File: src/rtl/mmio_uart_tx_pkg.sv
// Shared types and register map for the memory-mapped UART transmitter.
// Also carries the CPU data-bus access-size type.
package uart_mmio_pkg;

  typedef enum logic [2:0] {
    MEM_B  = 3'd0,
    MEM_H  = 3'd1,
    MEM_W  = 3'd2,
    MEM_BU = 3'd3,
    MEM_HU = 3'd4
  } mem_op_t;

  localparam logic [3:0] TXDATA_OFF = 4'h0;
  localparam logic [3:0] STATUS_OFF = 4'h4;
  localparam logic [3:0] DIV_OFF    = 4'h8;
  localparam logic [3:0] RSVD_OFF   = 4'hC;

  localparam int ST_BUSY   = 0;
  localparam int ST_FULL   = 1;
  localparam int ST_EMPTY  = 2;
  localparam int ST_OVF    = 3;
  localparam int ST_CNT_LO = 8;

  typedef enum logic [1:0] {
    IDLE,
    START,
    DATA,
    STOP
  } uart_tx_state_t;

  function automatic logic [3:0] sat_cnt4(
    input logic [31:0] c
  );
    return (c > 32'd15) ? 4'hF : c[3:0];
  endfunction

endpackage

File: src/rtl/mmio_uart_tx_if.sv
// CPU data-memory bus as seen by the UART register window.
// Same signal set as data_memory.
interface mmio_uart_tx_if;
  import uart_mmio_pkg::*;

  logic        wr_en;
  mem_op_t     mem_ctrl;
  logic [31:0] addr;
  logic [31:0] data_in;
  logic [31:0] data_out;

  modport master (
    output wr_en,
    output mem_ctrl,
    output addr,
    output data_in,
    input  data_out
  );

  modport slave (
    input  wr_en,
    input  mem_ctrl,
    input  addr,
    input  data_in,
    output data_out
  );

endinterface

File: src/rtl/mmio_uart_tx_fifo.sv
// Show-ahead synchronous FIFO with occupancy count.
// Push when full and pop when empty are ignored.
module sync_fifo #(
  parameter int WIDTH = 8,
  parameter int DEPTH = 8,
  localparam int AW = $clog2(DEPTH),
  localparam int CW = AW + 1
) (
  input  logic             clk,
  input  logic             resetn,
  input  logic             push,
  input  logic             pop,
  input  logic [WIDTH-1:0] wdata,
  output logic [WIDTH-1:0] rdata,
  output logic             full,
  output logic             empty,
  output logic [CW-1:0]    count
);

  logic [WIDTH-1:0] mem_q [DEPTH];
  logic [AW-1:0]    wr_ptr_q;
  logic [AW-1:0]    rd_ptr_q;
  logic [CW-1:0]    count_q;
  logic             push_ok;
  logic             pop_ok;

  assign full    = (count_q == CW'(DEPTH));
  assign empty   = (count_q == '0);
  assign count   = count_q;
  assign rdata   = mem_q[rd_ptr_q];
  assign push_ok = push && !full;
  assign pop_ok  = pop && !empty;

  always_ff @(posedge clk) begin
    if (push_ok) begin
      mem_q[wr_ptr_q] <= wdata;
    end
  end

  always_ff @(posedge clk or negedge resetn) begin
    if (!resetn) begin
      wr_ptr_q <= '0;
      rd_ptr_q <= '0;
      count_q  <= '0;
    end else begin
      if (push_ok) begin
        wr_ptr_q <= wr_ptr_q + AW'(1);
      end
      if (pop_ok) begin
        rd_ptr_q <= rd_ptr_q + AW'(1);
      end
      unique case ({push_ok, pop_ok})
        2'b10:   count_q <= count_q + CW'(1);
        2'b01:   count_q <= count_q - CW'(1);
        default: count_q <= count_q;
      endcase
    end
  end

endmodule

File: src/rtl/mmio_uart_tx.sv
// Memory-mapped 8N1 UART transmitter on the CPU data bus.
// Register window: TXDATA, STATUS, DIVISOR, reserved.
module mmio_uart_tx
  import uart_mmio_pkg::*;
#(
  parameter logic [31:0] BASE_ADDR   = 32'h0000_0400,
  parameter int          FIFO_DEPTH  = 8,
  parameter logic [15:0] DEFAULT_DIV = 16'd16
) (
  input  logic           clk,
  input  logic           resetn,
  mmio_uart_tx_if.slave  bus,
  output logic           tx
);

  localparam int CW = $clog2(FIFO_DEPTH) + 1;

  logic           hit;
  logic [1:0]     sel;
  logic           wr_tx;
  logic           wr_st;
  logic           wr_div;

  logic           fifo_push;
  logic           fifo_pop;
  logic [7:0]     fifo_rdata;
  logic           fifo_full;
  logic           fifo_empty;
  logic [CW-1:0]  fifo_count;

  logic           ovf_q;
  logic [15:0]    div_reg_q;
  logic [31:0]    status;
  logic [31:0]    rd_data;

  uart_tx_state_t state_q;
  uart_tx_state_t state_d;
  logic [15:0]    cnt_q;
  logic [15:0]    div_q;
  logic [2:0]     bit_q;
  logic [7:0]     shift_q;
  logic           tx_q;
  logic           tx_d;
  logic           tick;
  logic           load;

  logic           unused;

  assign hit    = (bus.addr[31:4] == BASE_ADDR[31:4]);
  assign sel    = bus.addr[3:2];
  assign wr_tx  = bus.wr_en && hit && (sel == TXDATA_OFF[3:2]);
  assign wr_st  = bus.wr_en && hit && (sel == STATUS_OFF[3:2]);
  assign wr_div = bus.wr_en && hit && (sel == DIV_OFF[3:2]);

  assign fifo_push = wr_tx && !fifo_full;
  assign fifo_pop  = load;

  assign unused = ^{bus.mem_ctrl, bus.addr[1:0], bus.data_in[31:16]};

  sync_fifo #(
    .WIDTH (8),
    .DEPTH (FIFO_DEPTH)
  ) u_fifo (
    .clk    (clk),
    .resetn (resetn),
    .push   (fifo_push),
    .pop    (fifo_pop),
    .wdata  (bus.data_in[7:0]),
    .rdata  (fifo_rdata),
    .full   (fifo_full),
    .empty  (fifo_empty),
    .count  (fifo_count)
  );

  always_ff @(posedge clk or negedge resetn) begin
    if (!resetn) begin
      ovf_q     <= 1'b0;
      div_reg_q <= DEFAULT_DIV;
    end else begin
      if (wr_tx && fifo_full) begin
        ovf_q <= 1'b1;
      end else if (wr_st && bus.data_in[ST_OVF]) begin
        ovf_q <= 1'b0;
      end
      if (wr_div) begin
        div_reg_q <= (bus.data_in[15:0] == 16'd0) ?
                     16'd1 : bus.data_in[15:0];
      end
    end
  end

  always_comb begin
    status                 = '0;
    status[ST_BUSY]        = (state_q != IDLE) || !fifo_empty;
    status[ST_FULL]        = fifo_full;
    status[ST_EMPTY]       = fifo_empty;
    status[ST_OVF]         = ovf_q;
    status[ST_CNT_LO+:4]   = sat_cnt4(32'(fifo_count));
  end

  always_comb begin
    rd_data = '0;
    if (hit) begin
      unique case (sel)
        STATUS_OFF[3:2]: rd_data = status;
        DIV_OFF[3:2]:    rd_data = {16'd0, div_reg_q};
        default:         rd_data = '0;
      endcase
    end
  end

  assign bus.data_out = rd_data;

  assign tick = (cnt_q == div_q - 16'd1);

  always_ff @(posedge clk or negedge resetn) begin
    if (!resetn) begin
      state_q <= IDLE;
    end else begin
      state_q <= state_d;
    end
  end

  always_comb begin
    state_d = state_q;
    unique case (state_q)
      IDLE: begin
        if (!fifo_empty) state_d = START;
      end
      START: begin
        if (tick) state_d = DATA;
      end
      DATA: begin
        if (tick && bit_q == 3'd7) state_d = STOP;
      end
      STOP: begin
        if (tick) state_d = fifo_empty ? IDLE : START;
      end
      default: state_d = IDLE;
    endcase
  end

  always_comb begin
    load = 1'b0;
    tx_d = 1'b1;
    unique case (state_q)
      IDLE: begin
        load = !fifo_empty;
        tx_d = 1'b1;
      end
      START: tx_d = 1'b0;
      DATA:  tx_d = shift_q[0];
      STOP: begin
        load = tick && !fifo_empty;
        tx_d = 1'b1;
      end
      default: begin
        load = 1'b0;
        tx_d = 1'b1;
      end
    endcase
  end

  // tx is registered off the current state, so the line trails it by one clock
  always_ff @(posedge clk or negedge resetn) begin
    if (!resetn) begin
      cnt_q   <= '0;
      bit_q   <= '0;
      shift_q <= '0;
      div_q   <= DEFAULT_DIV;
      tx_q    <= 1'b1;
    end else begin
      tx_q <= tx_d;
      if (load) begin
        shift_q <= fifo_rdata;
        div_q   <= div_reg_q;
        cnt_q   <= '0;
        bit_q   <= '0;
      end else if (state_q != IDLE) begin
        if (tick) begin
          cnt_q <= '0;
          if (state_q == DATA) begin
            shift_q <= {1'b0, shift_q[7:1]};
            bit_q   <= bit_q + 3'd1;
          end
        end else begin
          cnt_q <= cnt_q + 16'd1;
        end
      end
    end
  end

  assign tx = tx_q;

endmodule
File: src/flat_wrapper.sv
// flat-port wrapper written by rule: the top's interface ports become plain ports
module mmio_uart_tx_flat import uart_mmio_pkg::*;
#(
  parameter logic [31:0] BASE_ADDR   = 32'h0000_0400,
  parameter int          FIFO_DEPTH  = 8,
  parameter logic [15:0] DEFAULT_DIV = 16'd16
)
  (clk, resetn, tx, bus_wr_en, bus_mem_ctrl, bus_addr, bus_data_in, bus_data_out);
  mmio_uart_tx_if bus_i ();
  input  logic clk;
  input  logic resetn;
  output logic tx;
  input wire logic [$bits(bus_i.wr_en)-1:0] bus_wr_en;
  input wire logic [$bits(bus_i.mem_ctrl)-1:0] bus_mem_ctrl;
  input wire logic [$bits(bus_i.addr)-1:0] bus_addr;
  input wire logic [$bits(bus_i.data_in)-1:0] bus_data_in;
  output wire logic [$bits(bus_i.data_out)-1:0] bus_data_out;
  assign bus_i.wr_en = bus_wr_en;
  assign bus_i.mem_ctrl = bus_mem_ctrl;
  assign bus_i.addr = bus_addr;
  assign bus_i.data_in = bus_data_in;
  assign bus_data_out = bus_i.data_out;
  mmio_uart_tx #(.BASE_ADDR(BASE_ADDR), .FIFO_DEPTH(FIFO_DEPTH), .DEFAULT_DIV(DEFAULT_DIV)) u_core (.clk(clk), .resetn(resetn), .bus(bus_i), .tx(tx));
endmodule
File: config.mk
export PLATFORM = sky130hd
export DESIGN_NAME = mmio_uart_tx_flat
export DESIGN_NICKNAME = d
export VERILOG_FILES = /design/src/rtl/mmio_uart_tx_pkg.sv /design/src/rtl/mmio_uart_tx_if.sv /design/src/rtl/mmio_uart_tx_fifo.sv /design/src/rtl/mmio_uart_tx.sv /design/src/flat_wrapper.sv
export SDC_FILE = /design/constraint.sdc
export NUM_CORES = 1
export LEC_CHECK = 0
export ABC_CLOCK_PERIOD_IN_PS = 9900
export CAP_MARGIN = 30
export CELL_PAD_IN_SITES_DETAIL_PLACEMENT = 1
export CELL_PAD_IN_SITES_GLOBAL_PLACEMENT = 1
export CORE_AREA = 2 2 134 136
export DETAILED_ROUTE_END_ITERATION = 8
export DIE_AREA = 0 0 136 138
export PLACE_DENSITY_LB_ADDON = 0.25
export SLEW_MARGIN = 20
export SYNTH_ARGS = -nofsm -noshare
export SYNTH_HDL_FRONTEND = slang
export SYNTH_SLANG_ARGS = --single-unit
File: constraint.sdc
create_clock -name clk -period 9.9 [get_ports clk]
set_input_delay 1.485 -clock clk [delete_from_list [all_inputs] [get_ports clk]]
set_output_delay 1.485 -clock clk [all_outputs]
set_load 0.03 [all_outputs]
==> metrics.txt, run 1 <==
# TYPE chip_impl_metric gauge
chip_impl_metric{name="insertedDiodeCount",unit=""} 0
chip_impl_metric{name="yosysWarningCount",unit=""} 0
chip_impl_metric{name="timing.final.max_slew_violations",unit=""} 0
chip_impl_metric{name="synth_async_sr_flop_share",unit=""} 0.5328
chip_impl_metric{name="transition_time_of_the_tightest_slew_check_pin",unit="ns"} 0.8663
chip_impl_info{name="startpoint_type",value="primary input"} 1
chip_impl_metric{name="critPathRequiredTime",unit="ns"} 8.42
chip_impl_metric{name="period_needed",unit="ns"} 5.771
chip_impl_metric{name="count_of_nets_after_finishing",unit=""} 685
chip_impl_metric{name="initial_antenna_violation_count",unit=""} 1
chip_impl_metric{name="critical_path.max_fanout",unit=""} 11
chip_impl_metric{name="timing.critical_path.depth",unit=""} 7
chip_impl_metric{name="area_of_the_multi_input_gates",unit="um^2"} 2821
chip_impl_metric{name="register_area_share_after_synthesis",unit=""} 0.5512
chip_impl_metric{name="vias_per_cell",unit=""} 5.357
chip_impl_metric{name="chipHeight",unit="um"} 138
chip_impl_info{name="worstReg2RegStart",value="u_core.div_q[0]"} 1
chip_impl_metric{name="tns",unit="ns"} 0
chip_impl_metric{name="grt_first_pass_wirelength",unit="mm"} 25.96
chip_impl_metric{name="die_area",unit="um^2"} 18770
chip_impl_metric{name="final_layout_size_suffix_gt1_frac",unit=""} 0.1686
chip_impl_metric{name="placed_area",unit="um^2"} 7600
chip_impl_metric{name="overflow",unit=""} 0
chip_impl_metric{name="pwr_total",unit="mW"} 1.226
chip_impl_metric{name="final_cells",unit=""} 840
chip_impl_metric{name="setup_viol_count_final",unit=""} 0
chip_impl_metric{name="leakagePower",unit="nW"} 3.323
chip_impl_metric{name="hold_crit_depth",unit=""} 2
chip_impl_metric{name="critical_path_arrival",unit="ns"} 4.29
chip_impl_metric{name="clock_pin_slew_on_the_worst_setup_and_hold_paths",unit="ns"} 0.06
chip_impl_metric{name="cts.sink_count",unit=""} 137
chip_impl_metric{name="drt-pass1-iter-count",unit=""} 4
chip_impl_metric{name="fillerInstances",unit=""} 1872
chip_impl_metric{name="routed-via-count",unit=""} 4500
chip_impl_metric{name="placement_rows",unit=""} 49
chip_impl_metric{name="ys_ff_latch",unit=""} 137
chip_impl_metric{name="preCtsSetupSlack",unit="ns"} 4.153
chip_impl_metric{name="timing.max_slew.rel_slack",unit=""} 0.4204
chip_impl_metric{name="drt_first_iter_violations",unit=""} 208
chip_impl_metric{name="cts_setup_buffers",unit=""} 0
chip_impl_metric{name="design.portCount",unit=""} 103
chip_impl_metric{name="initial_utilization",unit=""} 0.3883
chip_impl_metric{name="final_core_util",unit=""} 0.4654
chip_impl_metric{name="placeableCoreArea",unit="um^2"} 17530
chip_impl_metric{name="sequential_cell_area",unit="um^2"} 3754
chip_impl_metric{name="route.detailed.wl_per_inst",unit="um"} 18.85
chip_impl_metric{name="vdd.ir_drop.worst",unit="uV"} 104.6
chip_impl_info{name="clock_tree_from_tritoncts",value="built"} 1
chip_impl_metric{name="critPathBufInv",unit=""} 2
chip_impl_info{name="yosys_most_used_dff",value="sky130_fd_sc_hd__dfrtp_1"} 1
chip_impl_metric{name="maximum_number_of_pins_on_one_net_before_global_route_repair",unit=""} 74
chip_impl_info{name="crit_slowest_cell",value="sky130_fd_sc_hd__clkdlybuf4s50_1"} 1
chip_impl_metric{name="hold_viol_final",unit=""} 0
chip_impl_info{name="family_with_the_most_delay_on_the_worst_path",value="simple AND/OR/NAND/NOR gates"} 1
chip_impl_metric{name="clock_insertion_delay_at_the_later_pin_of_the_skew_report",unit="ns"} 0.42
chip_impl_metric{name="fmaxAchievable",unit="MHz"} 173.3
chip_impl_info{name="worst_hold_path_type",value="register to register"} 1
chip_impl_info{name="timing.critical_path.from",value="bus_addr[5]"} 1
chip_impl_info{name="critical_path_class",value="primary input to output pin"} 1
chip_impl_metric{name="cp_slowest_stage_delay",unit="ns"} 0.72
chip_impl_metric{name="cts_htree_levels",unit=""} 4
chip_impl_metric{name="first_global_vias",unit=""} 4854
chip_impl_info{name="hp-start",value="u_core.ovf_q"} 1
chip_impl_metric{name="route.detailed.drc",unit=""} 0
chip_impl_metric{name="worst_case_clock_skew",unit="ns"} 0.006430
chip_impl_metric{name="synth_cell_type_count",unit=""} 63
chip_impl_metric{name="post_cts_hold_buffer_count",unit=""} 0
chip_impl_metric{name="power.density_cell_area",unit="nW/um^2"} 150.3
chip_impl_metric{name="area_growth_syn_to_layout",unit="%"} 19.87
chip_impl_info{name="critical_path.endpoint_type",value="output pin"} 1
chip_impl_metric{name="netlist_instances",unit=""} 535
chip_impl_info{name="cts.root.buffer_cell",value="sky130_fd_sc_hd__clkbuf_16"} 1
chip_impl_info{name="rsz0062_at_grt",value="no"} 1
chip_impl_info{name="critical_path_cell_sequence",value="clkdlybuf4s50_1 > nor4_1 > nand4_1 > nor2_1 > nand2_1 > nor2_1 > clkdlybuf4s50_1"} 1
chip_impl_metric{name="total_cts_buffers",unit=""} 17
chip_impl_metric{name="cap_viol_max_count",unit=""} 0
chip_impl_metric{name="setup_slack_of_the_critical_path_after_layout",unit="ns"} 4.129
chip_impl_metric{name="port_buffers",unit=""} 65
chip_impl_metric{name="place_hpwl",unit="mm"} 11.30
chip_impl_info{name="outcome",value="finished clean"} 1
chip_impl_metric{name="syn-mean-instance-area",unit="um^2"} 12.72
chip_impl_metric{name="postRouteWirelength",unit="mm"} 15.83
chip_impl_metric{name="synth_edf_count",unit=""} 64
chip_impl_metric{name="globalplace.congestion",unit=""} 0.7929
chip_impl_metric{name="grt_usage",unit=""} 0.1818
chip_impl_metric{name="die_width",unit="um"} 136
chip_impl_metric{name="finalHoldWorstSlack",unit="ns"} 0.4987
chip_impl_metric{name="final_min_period_over_clock_period",unit=""} 0.5829
chip_impl_metric{name="placed_cells_incl_taps",unit=""} 807
chip_impl_metric{name="timing.reg2reg.worst_path_depth",unit=""} 16
chip_impl_metric{name="post_cts_resized",unit=""} 0
chip_impl_metric{name="final_area",unit="um^2"} 8160
chip_impl_metric{name="synth.cell_area",unit="um^2"} 6808
chip_impl_metric{name="clock_path_buffers",unit=""} 2
chip_impl_metric{name="final_antenna_net_count",unit=""} 0
final cells by class:
type                    instances  share of cell area
flip-flops and latches        137              0.4600
multi-input cells             357              0.3458
inverters                      14            0.006440
well taps                     229             0.03511
clock buffers                  20             0.05474
repair buffers                 71             0.08648
clock inverters                12             0.01150
synthesized netlist by cell type, types with 11 or more instances:
master,n,area (um^2)
sky130_fd_sc_hd__dfrtp_1,70,1752
sky130_fd_sc_hd__edfxtp_1,64,1922
sky130_fd_sc_hd__mux2_2,38,427.9
sky130_fd_sc_hd__nor2_1,36,135.1
sky130_fd_sc_hd__nand2_1,28,105.1
sky130_fd_sc_hd__xnor2_1,20,175.2
sky130_fd_sc_hd__xor2_1,19,166.4
sky130_fd_sc_hd__and3_1,18,112.6
sky130_fd_sc_hd__buf_4,17,127.6
sky130_fd_sc_hd__ha_1,17,212.7
sky130_fd_sc_hd__mux4_2,16,360.4
sky130_fd_sc_hd__mux2i_1,15,150.1
sky130_fd_sc_hd__nor4_1,15,93.84
sky130_fd_sc_hd__o21ai_0,15,75.07
sky130_fd_sc_hd__clkbuf_1,14,52.55
sky130_fd_sc_hd__inv_1,14,52.55
sky130_fd_sc_hd__nor3_1,13,65.06
sky130_fd_sc_hd__nand3_1,11,55.05
state kept, by name, indices dropped and copies added, names as in the netlist:
name	cells
u_core.div_reg_q	16
u_core.u_fifo.mem_q	64
u_core.cnt_q	16
u_core.state_q	2
u_core.u_fifo.rd_ptr_q	3
u_core.u_fifo.count	4
u_core.bit_q	3
u_core.ovf_q	1
u_core.shift_q	8
u_core.div_q	16
u_core.tx	1
u_core.u_fifo.wr_ptr_q	3
metal layers:
layer  vias up  wire length (um)  GRT usage
met5         -                13          0
met4         2               175    0.05537
met3        16               596    0.04987
met2        92              8062     0.3028
met1      2302              6982     0.2302
li1       2088                 -          -
cell families (layout without fill, tap and decap cells):
group                    Yosys count  in the layout  share of synthesized area
other                              1             16                  0.0005508
flip-flops                       137            137                     0.5512
AND/OR/NAND/NOR                  154            154                     0.1200
XOR/XNOR                          39             39                    0.05017
AO/OA/AOI/OAI                     62             62                    0.06562
buffers and inverters             56            117                    0.04337
multiplexers                      69             69                     0.1378
adder cells (fa/ha/maj)           17             17                    0.03124
power by group:
part,leakage [nW],switching (mW),internal (mW)
clock,0.257,0.250,0.330
combinational,1.48,0.0267,0.0207
sequential,1.58,0.00111,0.598
worst reg2reg max path, stage by stage (launching register included):
cell,delay [ns]
sky130_fd_sc_hd__dfrtp_1,0.46
sky130_fd_sc_hd__inv_1,0.10
sky130_fd_sc_hd__ha_1,0.22
sky130_fd_sc_hd__or3b_2,0.53
sky130_fd_sc_hd__nor4b_2,0.36
sky130_fd_sc_hd__mux2_2,0.23
sky130_fd_sc_hd__nand3_1,0.11
sky130_fd_sc_hd__and4b_1,0.22
sky130_fd_sc_hd__a22oi_2,0.27
sky130_fd_sc_hd__inv_1,0.12
sky130_fd_sc_hd__ha_1,0.27
sky130_fd_sc_hd__xor2_1,0.17
sky130_fd_sc_hd__ha_1,0.19
sky130_fd_sc_hd__a21oi_1,0.14
sky130_fd_sc_hd__xor2_1,0.17
sky130_fd_sc_hd__nor2_1,0.06
sky130_fd_sc_hd__xor2_1,0.14
worst paths after layout:
check                      slack (ns)                endpoint
setup reg to reg                 6.02  u_core.u_fifo.count[2]
hold / removal                   0.50            u_core.ovf_q
min in group asynchronous        1.00        u_core.cnt_q[11]
max in group asynchronous        8.25         u_core.div_q[4]
hold reg to reg                  0.50            u_core.ovf_q
setup / recovery                 4.13         bus_data_out[0]
cells in the final DEF, fill, tap and decap left out, types with 18 or more instances in the layout:
master / n
sky130_fd_sc_hd__mux2_2: 38
sky130_fd_sc_hd__nand2_1: 28
sky130_fd_sc_hd__and3_1: 18
sky130_fd_sc_hd__xnor2_1: 20
sky130_fd_sc_hd__dfrtp_1: 69
sky130_fd_sc_hd__xor2_1: 19
sky130_fd_sc_hd__clkdlybuf4s50_1: 64
sky130_fd_sc_hd__nor2_1: 36
sky130_fd_sc_hd__edfxtp_1: 64
Note: power is estimated with default switching activity, not from simulation.
==> run 2, diff against run 1 <==
Settings changed: ABC_CLOCK_PERIOD_IN_PS 9900 to 5390.
Clock period 9.9 ns to 5.39 ns, I/O delays scaled along.
==> metrics.txt, run 2 (synthesis results as in run 1) <==
# TYPE chip_impl_metric gauge
chip_impl_info{name="outcome",value="finished clean"} 1
chip_impl_metric{name="placeableCoreArea",unit="um^2"} 17530
chip_impl_metric{name="routed-via-count",unit=""} 4480
chip_impl_metric{name="cts_htree_levels",unit=""} 4
chip_impl_metric{name="power.density_cell_area",unit="nW/um^2"} 293.4
chip_impl_metric{name="globalplace.congestion",unit=""} 0.7935
chip_impl_metric{name="postRouteWirelength",unit="mm"} 16.09
chip_impl_metric{name="timing.final.max_slew_violations",unit=""} 0
chip_impl_info{name="critical_path_class",value="primary input to output pin"} 1
chip_impl_metric{name="period_needed",unit="ns"} 4.376
chip_impl_metric{name="timing.reg2reg.setup_slack",unit="ns"} 1.45
chip_impl_info{name="cts.root.buffer_cell",value="sky130_fd_sc_hd__clkbuf_16"} 1
chip_impl_metric{name="maximum_number_of_pins_on_one_net_before_global_route_repair",unit=""} 74
chip_impl_metric{name="port_buffers",unit=""} 65
chip_impl_metric{name="post_cts_hold_buffer_count",unit=""} 0
chip_impl_metric{name="final_antenna_net_count",unit=""} 0
chip_impl_metric{name="final_area",unit="um^2"} 8259
chip_impl_metric{name="cp_slowest_stage_delay",unit="ns"} 0.70
chip_impl_metric{name="chipHeight",unit="um"} 138
chip_impl_metric{name="grt_usage",unit=""} 0.1828
chip_impl_metric{name="final_cells",unit=""} 841
chip_impl_metric{name="setup_viol_count_final",unit=""} 0
chip_impl_info{name="layout.cells.most_common",value="sky130_fd_sc_hd__dfrtp_1"} 1
chip_impl_metric{name="die_area",unit="um^2"} 18770
chip_impl_metric{name="final_min_period_over_clock_period",unit=""} 0.8119
chip_impl_metric{name="drt-pass1-iter-count",unit=""} 4
chip_impl_metric{name="timing.max_slew.rel_slack",unit=""} 0.4091
chip_impl_metric{name="hold_viol_final",unit=""} 0
chip_impl_metric{name="route.detailed.wl_per_inst",unit="um"} 19.13
chip_impl_metric{name="drt_first_iter_violations",unit=""} 239
chip_impl_metric{name="final_layout_size_suffix_gt1_frac",unit=""} 0.1716
chip_impl_metric{name="met3_wirelength",unit="um"} 492
chip_impl_metric{name="cap_viol_max_count",unit=""} 0
chip_impl_metric{name="critical_path.max_fanout",unit=""} 11
chip_impl_metric{name="placed_area",unit="um^2"} 7614
chip_impl_metric{name="area_growth_syn_to_layout",unit="%"} 21.32
chip_impl_metric{name="area_of_the_multi_input_gates",unit="um^2"} 2821
chip_impl_metric{name="cts_setup_buffers",unit=""} 0
chip_impl_info{name="critical_path.endpoint_type",value="output pin"} 1
chip_impl_metric{name="clock_pin_slew_on_the_worst_setup_and_hold_paths",unit="ns"} 0.06
chip_impl_metric{name="die_width",unit="um"} 136
chip_impl_metric{name="vias_per_cell",unit=""} 5.327
chip_impl_metric{name="count_of_nets_after_finishing",unit=""} 686
chip_impl_metric{name="total_cts_buffers",unit=""} 17
chip_impl_metric{name="clock_path_buffers",unit=""} 2
chip_impl_metric{name="clock_insertion_delay_at_the_later_pin_of_the_skew_report",unit="ns"} 0.42
chip_impl_info{name="timing.critical_path.from",value="bus_addr[5]"} 1
chip_impl_info{name="critical_path_cell_sequence",value="clkdlybuf4s50_1 > nor4_1 > nand4_1 > nor2_1 > nand2_1 > nor2_1 > clkdlybuf4s50_1"} 1
chip_impl_info{name="startpoint_type",value="primary input"} 1
chip_impl_metric{name="insertedDiodeCount",unit=""} 0
chip_impl_metric{name="critPathRequiredTime",unit="ns"} 4.58
chip_impl_metric{name="initial_antenna_violation_count",unit=""} 0
chip_impl_info{name="worst_hold_path_type",value="primary input to asynchronous set/reset pin"} 1
chip_impl_metric{name="critical_path_arrival",unit="ns"} 3.57
chip_impl_info{name="worstReg2RegStart",value="u_core.div_q[3]"} 1
chip_impl_metric{name="largest_reg_flops",unit=""} 64
chip_impl_metric{name="route.met2.wl",unit="mm"} 8.098
chip_impl_info{name="clock_tree_from_tritoncts",value="built"} 1
chip_impl_metric{name="transition_time_of_the_tightest_slew_check_pin",unit="ns"} 0.8830
chip_impl_info{name="largest-register",value="u_core.u_fifo.mem_q"} 1
chip_impl_metric{name="fillerInstances",unit=""} 1842
chip_impl_metric{name="final_core_util",unit=""} 0.4710
chip_impl_metric{name="place_hpwl",unit="mm"} 11.53
chip_impl_metric{name="vdd.ir_drop.worst",unit="uV"} 220.6
chip_impl_metric{name="placed_cells_incl_taps",unit=""} 808
chip_impl_metric{name="leakagePower",unit="nW"} 3.374
chip_impl_info{name="rsz0062_at_grt",value="no"} 1
chip_impl_metric{name="timing.reg2reg.worst_path_depth",unit=""} 14
chip_impl_metric{name="worst_case_clock_skew",unit="ns"} 0.009518
chip_impl_metric{name="route.detailed.drc",unit=""} 0
chip_impl_metric{name="initial_utilization",unit=""} 0.3883
chip_impl_metric{name="first_global_vias",unit=""} 4891
chip_impl_metric{name="post_cts_resized",unit=""} 0
chip_impl_metric{name="grt_first_pass_wirelength",unit="mm"} 26.43
chip_impl_metric{name="sequential_cell_area",unit="um^2"} 3752
chip_impl_metric{name="tns",unit="ns"} 0
chip_impl_info{name="routed.top_layer",value="met4"} 1
chip_impl_info{name="crit_slowest_cell",value="sky130_fd_sc_hd__clkdlybuf4s50_1"} 1
chip_impl_metric{name="fmaxAchievable",unit="MHz"} 228.5
chip_impl_metric{name="cts.sink_count",unit=""} 137
chip_impl_metric{name="route.layer.met1.wl",unit="mm"} 7.269
chip_impl_info{name="mostFrequentLayoutCells",value="sky130_fd_sc_hd__dfrtp_1 (70), sky130_fd_sc_hd__clkdlybuf4s50_1 (64), sky130_fd_sc_hd__edfxtp_1 (64), sky130_fd_sc_hd__mux2_2 (38), sky130_fd_sc_hd__nor2_1 (36)"} 1
chip_impl_metric{name="placement_rows",unit=""} 49
chip_impl_metric{name="pwr_total",unit="mW"} 2.423
chip_impl_metric{name="design.portCount",unit=""} 103
chip_impl_metric{name="overflow",unit=""} 0
run 2: cell count changes in the layout (fill, tap and decap cells not counted), sizes merged:
cell | previous run | this run
clkinv | 4 | 2
clkbuf | 20 | 18
inv | 18 | 20
clkinvlp | 4 | 3
bufinv | 0 | 3
buf | 7 | 8
run 2: cell type report:
type,instances,share of cell area
Timing Repair Buffer,72,0.08726
Tap cell,229,0.03469
Multi-Input combinational cell,357,0.3416
Inverter,14,0.006363
Clock inverter,14,0.02257
Sequential cell,137,0.4543
Clock buffer,18,0.05317
run 2: per-layer routing:
| layer | global-route usage | vias up |
|---|---|---|
| li1 | - | 2074 |
| met1 | 0.2421 | 2289 |
| met2 | 0.3042 | 98 |
| met3 | 0.03300 | 19 |
| met4 | 0.05811 | 0 |
| met5 | 0 | - |
run 2: critical path, delay by kind of cell:
| kind | cells | cell delay, ns |
|---|---|---|
| buf+inv | 2 | 1.10 |
| simple gates | 5 | 1.65 |
run 2: path summary, 6_finish.rpt:
path | endpoint
max | bus_data_out[0]
min | u_core.cnt_q[11]
max reg2reg | u_core.u_fifo.count[3]
min reg2reg | u_core.shift_q[7]
max in group asynchronous | u_core.div_q[4]
min in group clk | u_core.shift_q[7]
run 2: metrics by stage:
step | hold slack (ns) | worst slack, ns
2_1_floorplan | 0.4486 | 1.558
3_3_place_gp | 0.4737 | 1.069
3_5_place_dp | 0.4861 | 0.9937
4_1_cts | 0.5053 | 0.9771
5_1_grt | 0.3424 | 0.7992
6_report | 0.3146 | 1.014
run 2: report_power, final:
part | leakage, nW | switching (mW) | internal, mW | total, mW
Sequential | 1.58 | 0.00172 | 1.10 | 1.10
Clock | 0.299 | 0.482 | 0.753 | 1.24
Combinational | 1.49 | 0.0491 | 0.0380 | 0.0871
